===== src/rtl/clk_div_prog.sv =====
// rtl/clk_div_prog.sv - multi-channel programmable clock divider with free-running counter
module clk_div_prog #(
    parameter int WIDTH       = 32,
    parameter int CHANNELS    = 4,
    parameter int CH_W        = 2,
    parameter int DEFAULT_DIV = 0
) (
    input  logic                clk,
    input  logic                rst,
    input  logic [CHANNELS-1:0] en,
    input  logic                cfg_we,
    input  logic [CH_W-1:0]     cfg_ch,
    input  logic [WIDTH-1:0]    cfg_div,
    output logic [WIDTH-1:0]    free_cnt,
    output logic [CHANNELS-1:0] tick,
    output logic [CHANNELS-1:0] clk_out,
    output logic [CHANNELS-1:0] pending
);

    localparam logic [WIDTH-1:0] DEF_DIV = WIDTH'(DEFAULT_DIV);
    localparam logic [WIDTH-1:0] ONE     = WIDTH'(1);

    logic [WIDTH-1:0] free_cnt_q, free_cnt_d;
    logic             wr_valid;

    assign free_cnt_d = free_cnt_q + ONE;
    assign free_cnt   = free_cnt_q;
    assign wr_valid   = cfg_we && (32'(cfg_ch) < 32'(CHANNELS));

    always_ff @(posedge clk or posedge rst) begin
        if (rst) begin
            free_cnt_q <= '0;
        end else begin
            free_cnt_q <= free_cnt_d;
        end
    end

    for (genvar g = 0; g < CHANNELS; g++) begin : g_ch
        logic [WIDTH-1:0] cnt_q, cnt_d;
        logic [WIDTH-1:0] div_q, div_d;
        logic [WIDTH-1:0] shd_q, shd_d;
        logic             tick_q, tick_d;
        logic             clk_q, clk_d;
        logic             pend_q, pend_d;
        logic             wr;

        assign wr = wr_valid && (32'(cfg_ch) == 32'(g));

        // Divisor only moves at a period boundary (terminal or idle); a write landing
        // exactly there bypasses the shadow so it is never left stranded as pending.
        always_comb begin
            cnt_d  = cnt_q;
            div_d  = div_q;
            shd_d  = wr ? cfg_div : shd_q;
            tick_d = tick_q;
            clk_d  = clk_q;
            pend_d = pend_q;
            if (!en[g]) begin
                cnt_d  = '0;
                tick_d = 1'b0;
                clk_d  = 1'b0;
                div_d  = wr ? cfg_div : (pend_q ? shd_q : div_q);
                pend_d = 1'b0;
            end else if (cnt_q == div_q) begin
                cnt_d  = '0;
                tick_d = 1'b1;
                clk_d  = ~clk_q;
                div_d  = wr ? cfg_div : (pend_q ? shd_q : div_q);
                pend_d = 1'b0;
            end else begin
                cnt_d  = cnt_q + ONE;
                tick_d = 1'b0;
                pend_d = pend_q | wr;
            end
        end

        always_ff @(posedge clk or posedge rst) begin
            if (rst) begin
                cnt_q  <= '0;
                div_q  <= DEF_DIV;
                shd_q  <= DEF_DIV;
                tick_q <= 1'b0;
                clk_q  <= 1'b0;
                pend_q <= 1'b0;
            end else begin
                cnt_q  <= cnt_d;
                div_q  <= div_d;
                shd_q  <= shd_d;
                tick_q <= tick_d;
                clk_q  <= clk_d;
                pend_q <= pend_d;
            end
        end

        assign tick[g]    = tick_q;
        assign clk_out[g] = clk_q;
        assign pending[g] = pend_q;
    end

endmodule


===== config.mk =====
export PLATFORM = sky130hd
export DESIGN_NAME = clk_div_prog
export DESIGN_NICKNAME = d
export VERILOG_FILES = /design/src/rtl/clk_div_prog.sv
export SDC_FILE = /design/constraint.sdc
export NUM_CORES = 1
export LEC_CHECK = 0
export BUFFER_PORTS_ARGS = -buffer_cell sky130_fd_sc_hd__buf_4
export CORE_AREA = 2 2 209 211
export CTS_CLUSTER_SIZE = 30
export DETAILED_ROUTE_END_ITERATION = 8
export DIE_AREA = 0 0 211 213
export REMOVE_ABC_BUFFERS = 1
export SYNTH_ARGS = -nofsm -noshare
export SYNTH_HDL_FRONTEND = slang
export SYNTH_SLANG_ARGS = --single-unit

===== constraint.sdc =====
create_clock -name clk -period 24.4 [get_ports clk]
set_clock_uncertainty 0.15 [all_clocks]
set_input_delay 3.66 -clock clk [delete_from_list [all_inputs] [get_ports clk]]
set_output_delay 3.66 -clock clk [all_outputs]
set_load 0.01 [all_outputs]

==> summary.txt <==
Logic synthesis
  • Post-synth EDFFs: 0
  • Asr flop ratio synth: 100.0%
  • Synth Cell Area: 0.01904 mm2
  • Top_reg_cell synth: dfrtp_1
  • Mean post-synth cell area: around 13 um2
  • Yosys reg bits: roughly 430
  • Synth area leaders: dfrtp_1 (56%), mux2_2 (9.7%), xor2_1 (8.7%)
  • Count leader, synth: dfrtp_1
  • Synth top area share: 56.26%
  • Cells after Synth: between 1k and 1.5k
  • Yosys warning total: 0
  • Synth area leader: dfrtp_1
  • Synth unique cells: 50
  • Register area share after synthesis: a little under three fifths
  • Top cells by count, synth: dfrtp_1 (428), xor2_1 (189), mux2_2 (164), nor2_1 (154), xnor2_1 (83)

Power
  • Psw: between 0.4 and 0.5 mW
  • Leakage power: 9.812 nW
  • Combinational power share: 13.4%
  • PwrDens: approximately 90 mW/mm2
  • Worst VDD drop: around 0.051 mV
  • Clock power share: about two fifths
  • Sw Ratio: 24.83%
  • Int Pwr: ~1.4 mW
  • Seq pwr share: 47.3%
  • Design Power: 1.923 mW

Final layout
  • Final #Nets: between 1.5k and 2k
  • Final core occ: around half
  • Layout cells sized above 1: between 20% and 30%
  • Finished Cell Area: roughly 0.022 mm2
  • Area grow syn2layout: 14.07%
  • Finished Layout Cells: 2,170

STA
  • Fin. Hold Viols: 0
  • Fin crit period: about 5 ns
  • Relative slew slack: between 20% and 30%
  • RSZ-0062 raised after global routing: false
  • Final max-slew violation count: 0
  • Worst hold slack: 0.3354 ns
  • Final setup fails: 0
  • Fmax: roughly 0.20 GHz
  • Final worst slack: around 19 ns
  • Worst-margin pin slew: approximately 1.2 ns
  • Final setup TNS: 0 ns
  • Crit share post-route: a little over a fifth

Placed design
  • Dpl hpwl: around 27,000 um
  • Routability Congestion: between 0.8 and 0.9
  • Port Buf Inserts: 84
  • Area after DPL: 0.02004 mm2
  • Pre-CTS setup slack: 18.73 ns
  • Placed instance count: 2,078

Floorplan
  • Initial Util: 44.59%
  • Number of I/O pins: 85
  • Die height: between 200 and 250 um
  • Num rows: 76
  • CORE AREA: 0.04270 mm2
  • Die extent in x: between 200 and 250 um
  • Die area: around 0.045 mm2

Clock network
  • Num Clock Sinks: about 430
  • CTS tree: yes
  • Post-cts gate resize count: 0
  • Setup Fix Bufs, Post-CTS: 0
  • Clock Tree Buf Depth: 3
  • Clock transition at path regs: about 0.060 ns
  • Cts bufs inserted: 48
  • Cts hold-fix bufs: 0
  • Clk_lat worst skew: between 0.5 and 0.6 ns
  • Root Driver: clkbuf_16
  • Htree depth: 2

Global route
  • GRT overflow: 0
  • GRT Total Usage: 18.92%
  • First-pass GRT wire length: roughly 66,000 um
  • Vias in the first global route: between 10k and 15k
  • Initial antenna violation count: 2
  • Largest net degree at the start of global routing: roughly 190

Critical path
  • CP cell instances: buf_4, nand3_2, mux2_2, mux2_1
  • CP endpoint kind: flop
  • CP top delay family: multiplexers
  • Worst Path Arrival: between 5 and 6 ns
  • Slowest stage cell, crit path: nand3_2
  • CP Launch Type: input pin
  • Crit-path max cell delay: ~0.7 ns
  • Buf/Inv on CP: 1
  • WP data required: around 25 ns
  • Critical path class: input pin to flop
  • Max Fanout on Critical Path: 32

Drt
  • Drt wl/cell: 18.79 um
  • Drt pass-1 iters: 4
  • Via density: 5.157
  • Routed wire length: between 40,000 and 50,000 um
  • Vias: between 10k and 15k
  • Initial DRC count: 566
  • # DRC: 0
  • Number of routed nets with antenna violations: 0

Run status
  • Outcome: completed

Hold path
  • HP Class: flop to flop

Job
  • Max-cap violations: 0
## cell usage in the layout, fill, tap and decap left out, drive strengths merged, types with 2 or more instances in the layout
cell,instances
nand2b,2
inv,24
or3,10
clkbuf,69
ha,5
diode,2
nand3b,3
and4,13
clkinv,11
xnor2,83
nor2b,7
nor3,7
mux2,256
nor4,31
xor2,189
nand3,48
and2,6
or4,2
and3,15
dfrtp,428
nand4,52
nor4b,3
buf,95
a21oi,11
or2,5
bufinv,6
o21ai,13
nor2,155
nand2,65
## worst paths after layout
kind | startpoint | to | slack (ns) | cells after the start
worst min-delay path | free_cnt[0]$_DFF_PP0_ | free_cnt[0]$_DFF_PP0_ | 0.34 | 1
worst min register to register | free_cnt[0]$_DFF_PP0_ | free_cnt[0]$_DFF_PP0_ | 0.34 | 1
worst max register to register | g_ch[2].cnt_q[5]$_DFF_PP0_ | g_ch[2].div_q[29]$_DFFE_PP0P_ | 20.99 | 8
max in group asynchronous | rst | g_ch[1].div_q[6]$_DFFE_PP0P_ | 19.43 | 3
min in group asynchronous | rst | g_ch[2].shd_q[2]$_DFFE_PP0P_ | 3.07 | 2
worst max-delay path | cfg_ch[0] | g_ch[3].div_q[20]$_DFFE_PP0P_ | 19.31 | 4
## power groups by stage
| stage | Combinational (mW) | Clock, mW | Sequential [mW] |
|---|---|---|---|
| global placement | 0.253 | 0 | 0.923 |
| floorplan | 0.207 | 0 | 0.899 |
| global route | 0.288 | 0.805 | 0.926 |
| detailed placement | 0.262 | 0 | 0.924 |
| CTS | 0.264 | 0.776 | 0.913 |
| finish | 0.258 | 0.755 | 0.911 |
## worst register-to-register path, cell delays in order (launching register included)
cell and delay (ns):
dfrtp_1 0.46, xor2_1 0.19, nor4_1 0.55, nand4_1 0.36, o21ai_2 0.21, buf_4 0.36, and2_1 0.19, buf_4 0.40
mux2_2 0.41
## registers in the layout, indices dropped and copies added (netlist names)
signal,count
g_ch.cnt_q,128
g_ch.shd_q,128
free_cnt,32
g_ch.pend_q,4
g_ch.clk_q,4
g_ch.div_q,128
g_ch.tick_q,4
## logic make-up (layout without fill, tap and decap cells)
kind of cell / Yosys count / in the layout / share of synthesized area (%)
flops: 428 / 428 / 56.26
mux: 256 / 256 / 15.73
xor+xnor: 272 / 272 / 12.51
compound gates: 26 / 26 / 0.8216
other cells: 0 / 2 / 0
buf+inv: 82 / 206 / 2.682
simple gates: 429 / 429 / 11.66
fa+ha+maj: 5 / 5 / 0.3286
## layout make-up
class / count / area, um2
Fill cell: 3742 / 20980
Sequential cell: 428 / 10710
Multi-Input combinational cell: 988 / 7835
Clock buffer: 69 / 1401
Timing Repair Buffer: 95 / 725.7
Tap cell: 546 / 683.2
Clock inverter: 21 / 269.0
Inverter: 21 / 86.33
Antenna cell: 2 / 5.005
## metal layers
metal  part of all wire, %  GRT usage (%)  wire, um  vias to the layer above
met5                     0              0         0                        -
met4                   2.4          5.877       969                        0
met3                   4.1          2.721      1686                       64
met2                    48          30.76     19390                      158
met1                    46          26.36     18730                     5685
li1                      -              -         -                     5283
Power figures use the tool's default switching activity.
